--- src/rtl/serial_uart_bridge_if.sv ---
// Core-side handshake bundle for the serial UART bridge.
// master = core (data_memory serial port), slave = bridge.
interface serial_uart_bridge_if;
  logic [7:0] wr_data_in;
  logic       wren_in;
  logic       rden_in;
  logic [7:0] rd_data_out;
  logic       valid_out;
  logic       ready_out;

  modport master (
    output wr_data_in, wren_in, rden_in,
    input  rd_data_out, valid_out, ready_out
  );

  modport slave (
    input  wr_data_in, wren_in, rden_in,
    output rd_data_out, valid_out, ready_out
  );
endinterface

--- src/rtl/serial_uart_bridge.sv ---
// Serial port to 8N1 UART bridge: TX FIFO + shifter,
// 2-flop synchronised RX deserialiser + RX FIFO.
module serial_uart_bridge #(
  parameter int CLKS_PER_BIT = 434,
  parameter int FIFO_DEPTH   = 16
) (
  input  logic                 clock,
  input  logic                 reset,
  serial_uart_bridge_if.slave  bus,
  input  logic                 uart_rxd_in,
  output logic                 uart_txd_out,
  output logic                 rx_overrun_out,
  output logic                 rx_frame_err_out
);
  localparam int AW = $clog2(FIFO_DEPTH);
  localparam int PW = AW + 1;
  localparam int CW = $clog2(CLKS_PER_BIT);
  localparam logic [CW-1:0] LAST = CW'(CLKS_PER_BIT - 1);
  localparam logic [CW-1:0] HALF = CW'(CLKS_PER_BIT / 2 - 1);

  typedef enum logic [1:0] {
    S_IDLE, S_START, S_DATA, S_STOP
  } state_t;

  logic [7:0]    tx_mem_q [FIFO_DEPTH];
  logic [PW-1:0] tx_wp_q, tx_wp_d, tx_rp_q, tx_rp_d;
  state_t        tx_st_q, tx_st_d;
  logic [CW-1:0] tx_cnt_q, tx_cnt_d;
  logic [2:0]    tx_bit_q, tx_bit_d;
  logic [7:0]    tx_sh_q, tx_sh_d;
  logic          txd_q, txd_d;
  logic          tx_empty, tx_full, tx_push;

  logic [7:0]    rx_mem_q [FIFO_DEPTH];
  logic [PW-1:0] rx_wp_q, rx_wp_d, rx_rp_q, rx_rp_d;
  state_t        rx_st_q, rx_st_d;
  logic [CW-1:0] rx_cnt_q, rx_cnt_d;
  logic [2:0]    rx_bit_q, rx_bit_d;
  logic [7:0]    rx_sh_q, rx_sh_d;
  logic          rx_s1_q, rx_s2_q;
  logic          ovr_q, ovr_d, ferr_q, ferr_d;
  logic          rx_empty, rx_full, rx_push, rx_pop, rx_wr;

  assign tx_empty = (tx_wp_q == tx_rp_q);
  assign tx_full  = (tx_wp_q[AW] != tx_rp_q[AW]) &&
                    (tx_wp_q[AW-1:0] == tx_rp_q[AW-1:0]);
  assign tx_push  = bus.wren_in && !tx_full;

  assign rx_empty = (rx_wp_q == rx_rp_q);
  assign rx_full  = (rx_wp_q[AW] != rx_rp_q[AW]) &&
                    (rx_wp_q[AW-1:0] == rx_rp_q[AW-1:0]);
  assign rx_pop   = bus.rden_in && !rx_empty;
  assign rx_wr    = rx_push && (!rx_full || rx_pop);

  assign bus.ready_out   = !tx_full;
  assign bus.valid_out   = !rx_empty;
  assign bus.rd_data_out = rx_empty ? 8'h00
                         : rx_mem_q[rx_rp_q[AW-1:0]];
  assign uart_txd_out     = txd_q;
  assign rx_overrun_out   = ovr_q;
  assign rx_frame_err_out = ferr_q;

  // TX: FIFO pointers, frame sequencing, txd lags state by one cycle
  always_comb begin
    tx_st_d  = tx_st_q;
    tx_cnt_d = tx_cnt_q;
    tx_bit_d = tx_bit_q;
    tx_sh_d  = tx_sh_q;
    tx_rp_d  = tx_rp_q;
    tx_wp_d  = tx_push ? tx_wp_q + PW'(1) : tx_wp_q;
    txd_d    = 1'b1;
    unique case (tx_st_q)
      S_IDLE: begin
        if (!tx_empty) begin
          tx_sh_d  = tx_mem_q[tx_rp_q[AW-1:0]];
          tx_rp_d  = tx_rp_q + PW'(1);
          tx_cnt_d = '0;
          tx_st_d  = S_START;
        end
      end
      S_START: begin
        txd_d = 1'b0;
        if (tx_cnt_q == LAST) begin
          tx_cnt_d = '0;
          tx_bit_d = '0;
          tx_st_d  = S_DATA;
        end else begin
          tx_cnt_d = tx_cnt_q + CW'(1);
        end
      end
      S_DATA: begin
        txd_d = tx_sh_q[0];
        if (tx_cnt_q == LAST) begin
          tx_cnt_d = '0;
          tx_sh_d  = {1'b0, tx_sh_q[7:1]};
          tx_bit_d = tx_bit_q + 3'd1;
          if (tx_bit_q == 3'd7) tx_st_d = S_STOP;
        end else begin
          tx_cnt_d = tx_cnt_q + CW'(1);
        end
      end
      S_STOP: begin
        if (tx_cnt_q == LAST) begin
          tx_cnt_d = '0;
          tx_st_d  = S_IDLE;
        end else begin
          tx_cnt_d = tx_cnt_q + CW'(1);
        end
      end
      default: tx_st_d = S_IDLE;
    endcase
  end

  // RX: mid-bit sampling deserialiser, FIFO pointers, sticky flags
  always_comb begin
    rx_st_d  = rx_st_q;
    rx_cnt_d = rx_cnt_q;
    rx_bit_d = rx_bit_q;
    rx_sh_d  = rx_sh_q;
    rx_push  = 1'b0;
    ferr_d   = ferr_q;
    unique case (rx_st_q)
      S_IDLE: begin
        if (!rx_s2_q) begin
          rx_cnt_d = '0;
          rx_bit_d = '0;
          rx_st_d  = S_START;
        end
      end
      S_START: begin
        if (rx_cnt_q == HALF) begin
          rx_cnt_d = '0;
          rx_st_d  = rx_s2_q ? S_IDLE : S_DATA;
        end else begin
          rx_cnt_d = rx_cnt_q + CW'(1);
        end
      end
      S_DATA: begin
        if (rx_cnt_q == LAST) begin
          rx_cnt_d = '0;
          rx_sh_d  = {rx_s2_q, rx_sh_q[7:1]};
          rx_bit_d = rx_bit_q + 3'd1;
          if (rx_bit_q == 3'd7) rx_st_d = S_STOP;
        end else begin
          rx_cnt_d = rx_cnt_q + CW'(1);
        end
      end
      S_STOP: begin
        if (rx_cnt_q == LAST) begin
          rx_cnt_d = '0;
          rx_st_d  = S_IDLE;
          if (rx_s2_q) rx_push = 1'b1;
          else         ferr_d  = 1'b1;
        end else begin
          rx_cnt_d = rx_cnt_q + CW'(1);
        end
      end
      default: rx_st_d = S_IDLE;
    endcase
    rx_wp_d = rx_wr  ? rx_wp_q + PW'(1) : rx_wp_q;
    rx_rp_d = rx_pop ? rx_rp_q + PW'(1) : rx_rp_q;
    ovr_d   = ovr_q | (rx_push && rx_full && !rx_pop);
  end

  // State registers with synchronous reset
  always_ff @(posedge clock) begin
    if (reset) begin
      tx_st_q  <= S_IDLE;
      tx_cnt_q <= '0;
      tx_bit_q <= '0;
      tx_sh_q  <= '0;
      tx_wp_q  <= '0;
      tx_rp_q  <= '0;
      txd_q    <= 1'b1;
      rx_st_q  <= S_IDLE;
      rx_cnt_q <= '0;
      rx_bit_q <= '0;
      rx_sh_q  <= '0;
      rx_wp_q  <= '0;
      rx_rp_q  <= '0;
      rx_s1_q  <= 1'b1;
      rx_s2_q  <= 1'b1;
      ovr_q    <= 1'b0;
      ferr_q   <= 1'b0;
    end else begin
      tx_st_q  <= tx_st_d;
      tx_cnt_q <= tx_cnt_d;
      tx_bit_q <= tx_bit_d;
      tx_sh_q  <= tx_sh_d;
      tx_wp_q  <= tx_wp_d;
      tx_rp_q  <= tx_rp_d;
      txd_q    <= txd_d;
      rx_st_q  <= rx_st_d;
      rx_cnt_q <= rx_cnt_d;
      rx_bit_q <= rx_bit_d;
      rx_sh_q  <= rx_sh_d;
      rx_wp_q  <= rx_wp_d;
      rx_rp_q  <= rx_rp_d;
      rx_s1_q  <= uart_rxd_in;
      rx_s2_q  <= rx_s1_q;
      ovr_q    <= ovr_d;
      ferr_q   <= ferr_d;
    end
  end

  // FIFO storage; contents need no reset, pointers guard them
  always_ff @(posedge clock) begin
    if (tx_push) tx_mem_q[tx_wp_q[AW-1:0]] <= bus.wr_data_in;
    if (rx_wr)   rx_mem_q[rx_wp_q[AW-1:0]] <= rx_sh_q;
  end
endmodule

--- src/flat_wrapper.sv ---
// flat-port wrapper written by rule: the top's interface ports become plain ports
module serial_uart_bridge_flat 
#(
  parameter int CLKS_PER_BIT = 434,
  parameter int FIFO_DEPTH   = 16
)
  (clock, reset, uart_rxd_in, uart_txd_out, rx_overrun_out, rx_frame_err_out, bus_wr_data_in, bus_wren_in, bus_rden_in, bus_rd_data_out, bus_valid_out, bus_ready_out);
  serial_uart_bridge_if bus_i ();
  input  logic clock;
  input  logic reset;
  input  logic uart_rxd_in;
  output logic uart_txd_out;
  output logic rx_overrun_out;
  output logic rx_frame_err_out;
  input wire logic [$bits(bus_i.wr_data_in)-1:0] bus_wr_data_in;
  input wire logic [$bits(bus_i.wren_in)-1:0] bus_wren_in;
  input wire logic [$bits(bus_i.rden_in)-1:0] bus_rden_in;
  output wire logic [$bits(bus_i.rd_data_out)-1:0] bus_rd_data_out;
  output wire logic [$bits(bus_i.valid_out)-1:0] bus_valid_out;
  output wire logic [$bits(bus_i.ready_out)-1:0] bus_ready_out;
  assign bus_i.wr_data_in = bus_wr_data_in;
  assign bus_i.wren_in = bus_wren_in;
  assign bus_i.rden_in = bus_rden_in;
  assign bus_rd_data_out = bus_i.rd_data_out;
  assign bus_valid_out = bus_i.valid_out;
  assign bus_ready_out = bus_i.ready_out;
  serial_uart_bridge #(.CLKS_PER_BIT(CLKS_PER_BIT), .FIFO_DEPTH(FIFO_DEPTH)) u_core (.clock(clock), .reset(reset), .bus(bus_i), .uart_rxd_in(uart_rxd_in), .uart_txd_out(uart_txd_out), .rx_overrun_out(rx_overrun_out), .rx_frame_err_out(rx_frame_err_out));
endmodule
--- config.mk ---
export PLATFORM = sky130hd
export DESIGN_NAME = serial_uart_bridge_flat
export DESIGN_NICKNAME = d
export VERILOG_FILES = /design/src/rtl/serial_uart_bridge_if.sv /design/src/rtl/serial_uart_bridge.sv /design/src/flat_wrapper.sv
export SDC_FILE = /design/constraint.sdc
export NUM_CORES = 1
export LEC_CHECK = 0
export ABC_AREA = 1
export BUFFER_PORTS_ARGS = -buffer_cell sky130_fd_sc_hd__buf_2
export CAP_MARGIN = 20
export CORE_MARGIN = 1
export CORE_UTILIZATION = 60
export DETAILED_ROUTE_END_ITERATION = 12
export PLACE_DENSITY = 0.88
export SYNTH_ARGS = -nofsm -noshare
export SYNTH_HDL_FRONTEND = slang
export SYNTH_SLANG_ARGS = --single-unit
export TNS_END_PERCENT = 1
--- constraint.sdc ---
create_clock -name clock -period 2.75 [get_ports clock]
set_input_delay 0.1375 -clock clock [delete_from_list [all_inputs] [get_ports clock]]
set_output_delay 0.1375 -clock clock [all_outputs]
set_load 0.05 [all_outputs]
==> flow_summary.toml, run 1 <==
[clock_network]
tritoncts = "done"
numCtsBuffers = 34
cts_buffer_depth = 3
clock_latency_ns = 0.54
htree_levels = 2
root_buffer = "clkbuf_16"
cts_sinks = 333
clk_pin_slew_worst_paths_ns = 0.06

[global_route]
grt_use_total = 0.2589
busiest_layer = "met2"
antenna_found_initial = 0
grt_pass1_wl_mm = 48.89
grtUsageMet2 = 0.4411
gr-usage-met3 = 0.04099
global_route.overflow_total = 0
grt_pass1_vias = 9579
grt_max_degree = 80
grt_use_met1 = 0.3299

[routing]
drt-vias-per-instance = 5.815
drt_iter0_drc = 1242
wire_per_inst_um = 18.13
drt-pass1-iter-count = 6
totalWireLength_mm = 31.22
via_count = 10010
post-route-drc-count = 0
ant_nets = 0

[sta]
rsz0062_at_grt = "no"
maxSlewHeadroom = 0.3459
worst_pin_slew_ns = 0.9800
drv_slew = 0
setup_viol = 0
tns_ns = 0
finalClockSkew_ns = 0.03388
fmax_mhz = 386.1
post-route-period-util = 0.9419
finalCriticalPeriod_ns = 2.590
worst_hold_slack_ns = 0.01881
hold_violations = 0

[final_layout]
fin_util = 0.6761
layout_commonest_cell = "edfxtp_1"
drive_above_1_share = 0.1212
antennaDiodeCount = 0
fillers = 1598
fin_nets = 1414
syn_to_final_growth_pct = 10.72
final_cell_mix = "edfxtp_1, nor2_1, nand2_1"

[worst_setup_path]
reg2reg_depth = 9
cp-end-kind = "primary output"
cp.arrival_ns = 2.45
cp_data_required_time_ns = 2.61
critical_path_class = "flip-flop to primary output"
crit_fanout = 8
startpoint_type = "flip-flop"

[yosys]
synthCells = 1349
synth_ff_type = "edfxtp_1"
yosys_warnings = 0
synth_edf_count = 256
synth_top_cell_area_share = 0.5364
yosysSeqAreaShare = 0.6439
synthArstFlopShare = 0
synth_largest_area_cell = "edfxtp_1"
synth.cell_area_mm2 = 0.01433
synthDistinctLibCells = 50
ys_top_cells_by_area = "edfxtp_1, dfxtp_1, nor2_1"
syn_nets = 1385
synth-seq-cells = 333
avgSynthCellArea_um2 = 10.62

[run_status]
outcome = "completed"

[power]
clockPowerShare = 0.348
power.switching_mw = 3.809
ir_worst_vdd_mv = 0.5913
comb_power_share = 0.199
power.internal_mw = 8.781
power.share.sequential = 0.453
swShare = 0.3025
powerDensity_mw_per_mm2 = 793.4
p_leak_nw = 5.913

[die]
die-area_mm2 = 0.02451
die_w_um = 156.6
rows = 56
num_io_pins = 26
coreArea_mm2 = 0.02347
fp.dieH_um = 156.6
start_util = 0.6106

[placed_design]
portBuffers = 25
place_congestion = 0.9084
dp_hpwl_mm = 19.37

[worst_hold_path]
hold_path_class = "input port to flip-flop"
min_path_cells = 1

[job]
max_cap_viol_count = 0
[synth_stat cells, drive strengths merged (5+ instances only)]
| library cell | number |
|---|---|
| clkbuf | 25 |
| o21ai | 127 |
| a21oi | 102 |
| nand3 | 100 |
| xnor2 | 5 |
| inv | 133 |
| o211ai | 39 |
| nand2 | 190 |
| nor3 | 12 |
| or2 | 6 |
| a211oi | 8 |
| nor2 | 175 |
| buf | 37 |
| ha | 23 |
| edfxtp | 256 |
| xor2 | 10 |
| dfxtp | 77 |
[path summary, 6_finish.rpt]
kind	from	end	slack [ns]
setup / recovery	u_core.rx_wp_q[2]	bus_rd_data_out[1]	0.16
hold / removal	bus_wr_data_in[7]	u_core.tx_mem_q[10][7]	0.02
setup reg to reg	u_core.rx_cnt_q[0]	u_core.rx_mem_q[11][7]	0.35
hold reg to reg	u_core.rx_s1_q	u_core.rx_s2_q	0.41
[stage by stage]
step	total power, mW	cell area (um^2)	cells	worst slack [ns]
global placement	8.101	14750	1657	0.5145
detailed placement	8.220	14750	1657	0.4204
finish	12.59	15870	1722	0.1597
floorplan	7.709	14330	1349	0.02789
global route	13.08	15870	1722	0.05035
CTS	12.57	15840	1721	0.04151
[critical path, cell delays in order (launching register included)]
cell	delay (ns)
dfxtp_1	0.50
xor2_1	0.18
nor2_1	0.08
nand3b_1	0.25
inv_1	0.23
a211oi_1	0.35
buf_2	0.33
[state kept, by name (all words and copies together) (netlist names), 2 cells and up, named ones only]
signal / cells
u_core.tx_sh_q: 8
u_core.tx_mem_q: 128
u_core.tx_bit_q: 3
u_core.tx_st_q: 2
u_core.rx_sh_q: 8
u_core.rx_wp_q: 5
u_core.rx_cnt_q: 9
u_core.tx_wp_q: 5
u_core.rx_bit_q: 3
u_core.rx_mem_q: 128
u_core.tx_rp_q: 5
u_core.tx_cnt_q: 9
u_core.rx_rp_q: 5
[cells by family (layout without fill, tap and decap cells)]
| logic type | after synthesis | in the layout | synth area share |
|---|---|---|---|
| compound gates | 287 | 287 | 0.1122 |
| xor+xnor | 15 | 15 | 0.009690 |
| fa+ha+maj | 23 | 23 | 0.02008 |
| buf+inv | 197 | 251 | 0.05701 |
| flops | 333 | 333 | 0.6439 |
| simple gates | 494 | 494 | 0.1571 |
[what timing repair did]
action,4_1_cts,5_1_grt
hold endpoints to repair,7,0
endpoints found under the setup margin,0,8
hold buffers,3,0
setup buffers,0,1
resized for setup,0,1
[power by group through the flow]
stage	clock network (mW)	registers (mW)	logic, mW
floorplan	0	5.77	1.94
global placement	0	5.80	2.30
detailed placement	0	5.81	2.41
CTS	4.40	5.71	2.46
global route	4.58	5.72	2.78
finish	4.38	5.70	2.51
[cell type report]
class	count	area, um^2	share of cell area
clock buffer	43	904.6	0.05701
clock inverter	18	157.7	0.009935
inverter	135	510.5	0.03217
multi-input combinational	819	4292	0.2704
sequential	333	9235	0.5820
tap	319	399.1	0.02515
timing repair buffer	55	370.4	0.02334
[per-layer routing]
metal,part of all wire,wire [um]
met5,0,0
met4,0.035,1087
met3,0.078,2446
met2,0.50,15520
met1,0.39,12170
No activity file was read; power rests on OpenSTA's default activity.
==> run 2, diff against run 1 <==
--- a/config.mk
+++ b/config.mk
@@ -11,7 +11,7 @@
 export CORE_MARGIN = 1
 export CORE_UTILIZATION = 60
 export DETAILED_ROUTE_END_ITERATION = 12
-export PLACE_DENSITY = 0.88
+export PLACE_DENSITY = 0.84
 export SYNTH_ARGS = -nofsm -noshare
 export SYNTH_HDL_FRONTEND = slang
 export SYNTH_SLANG_ARGS = --single-unit
==> flow_summary.toml, run 2 (synthesized netlist as in run 1, its figures left out) <==
[run_status]
outcome = "completed"

[sta]
finalClockSkew_ns = 0.02978
setup_viol = 0
worst_pin_slew_ns = 0.8992
finalCriticalPeriod_ns = 2.464
hold_violations = 0
setup_slack_ns = 0.2859
fmax_mhz = 405.8
drv_slew = 0
maxSlewHeadroom = 0.3997
post-route-period-util = 0.8960
worst_hold_slack_ns = 0.02429
rsz0062_at_grt = "no"
tns_ns = 0

[routing]
ant_nets = 0
drt-pass1-iter-count = 5
totalWireLength_mm = 30.90
drt_iter0_drc = 1186
wire_per_inst_um = 17.93
post-route-drc-count = 0
via_count = 9946
drt-vias-per-instance = 5.772

[worst_setup_path]
crit_fanout = 31
critical_path_class = "flip-flop to primary output"
cp_num_cells = 6
cp_data_required_time_ns = 2.61
cp.arrival_ns = 2.33
startpoint_type = "flip-flop"
cp-end-kind = "primary output"
slowest_stage = "dfxtp_4"
max_stage_delay_ns = 0.58
reg2reg_depth = 9
cp_top_family = "buffers and inverters"
crit_chain = "buf_4 > o211ai_1 > nand3_1 > a21oi_1 > a211oi_1 > buf_2"
path_buf_inv = 2

[global_route]
global_route.overflow_total = 0
antenna_found_initial = 0
grt_use_total = 0.2617
grt_pass1_vias = 9603
grt_max_degree = 80
grt_pass1_wl_mm = 49.20

[placed_design]
dp.cells = 1656
dp_slack_ns = 0.4509
placed_area_mm2 = 0.01476
place_congestion = 0.8609
dp_hpwl_mm = 19.14
portBuffers = 25

[power]
p_total_mw = 12.68
ir_worst_vdd_mv = 1.371
powerDensity_mw_per_mm2 = 796.6
p_leak_nw = 5.938

[worst_hold_path]
min_path_cells = 1
hold_path_class = "input port to flip-flop"

[die]
die_w_um = 156.6
rows = 56
coreArea_mm2 = 0.02347
fp.dieH_um = 156.6
num_io_pins = 26
start_util = 0.6106
die-area_mm2 = 0.02451

[clock_network]
root_buffer = "clkbuf_16"
clock_latency_ns = 0.53
numCtsBuffers = 34
cts_sinks = 333
clk_pin_slew_worst_paths_ns = 0.06
htree_levels = 2
cts_buffer_depth = 3
tritoncts = "done"

[final_layout]
fillers = 1624
syn_to_final_growth_pct = 11.09
fin_util = 0.6783
fin_area_mm2 = 0.01592
antennaDiodeCount = 0
fin_cells = 1723
final_cell_mix = "edfxtp_1, nor2_1, nand2_1"
drive_above_1_share = 0.1204
fin_nets = 1414
layout_commonest_cell = "edfxtp_1"

[job]
max_cap_viol_count = 0
run 2: per-layer routing:
metal / up-vias / wire, um / part of all wire / GRT usage
met5: - / 0 / 0 / 0
met2: 466 / 15160 / 0.49 / 0.4409
li1: 4704 / - / - / -
met4: 0 / 962 / 0.031 / 0.1064
met3: 74 / 2480 / 0.080 / 0.04902
met1: 4702 / 12290 / 0.40 / 0.3345
run 2: worst register-to-register path, stage by stage (launching register included):
cell and delay (ns):
dfxtp_1 0.42, ha_1 0.19, nand2_1 0.08, nor3_4 0.19, nand2_4 0.12, nor3_2 0.15, nand2_1 0.10, clkinv_2 0.10
nand3_1 0.11, nor2_1 0.57
run 2: worst paths after layout:
kind                                    startpoint               endpoint  slack, ns
worst max-delay path                     flip-flop     bus_rd_data_out[0]       0.29
worst min-delay path             bus_wr_data_in[6]  u_core.tx_mem_q[6][6]       0.02
worst max register to register  u_core.rx_cnt_q[0]  u_core.rx_mem_q[3][5]       0.36
worst min register to register      u_core.rx_s1_q         u_core.rx_s2_q       0.41
run 2: power by group:
part | switching [mW] | internal [mW] | leakage (nW)
Sequential | 0.180 | 5.56 | 3.27
Clock | 1.87 | 2.64 | 0.544
Combinational | 1.67 | 0.765 | 2.12
Total | 3.72 | 8.96 | 5.94
run 2: layout make-up:
type / count / area (um^2) / area share
clock buffers: 45 / 953.4 / 0.05988
well taps: 319 / 399.1 / 0.02507
multi-input cells: 819 / 4287 / 0.2692
inverters: 135 / 510.5 / 0.03206
flip-flops and latches: 333 / 9238 / 0.5802
repair buffers: 55 / 385.4 / 0.02420
clock inverters: 17 / 148.9 / 0.009352
run 2: repair_timing:
action	4_1_cts	5_1_grt
hold buffers	4	0
endpoints found under the setup margin	1	2
buffers inserted	0	1
endpoints found under the hold margin	23	0
gates resized for setup	1	0
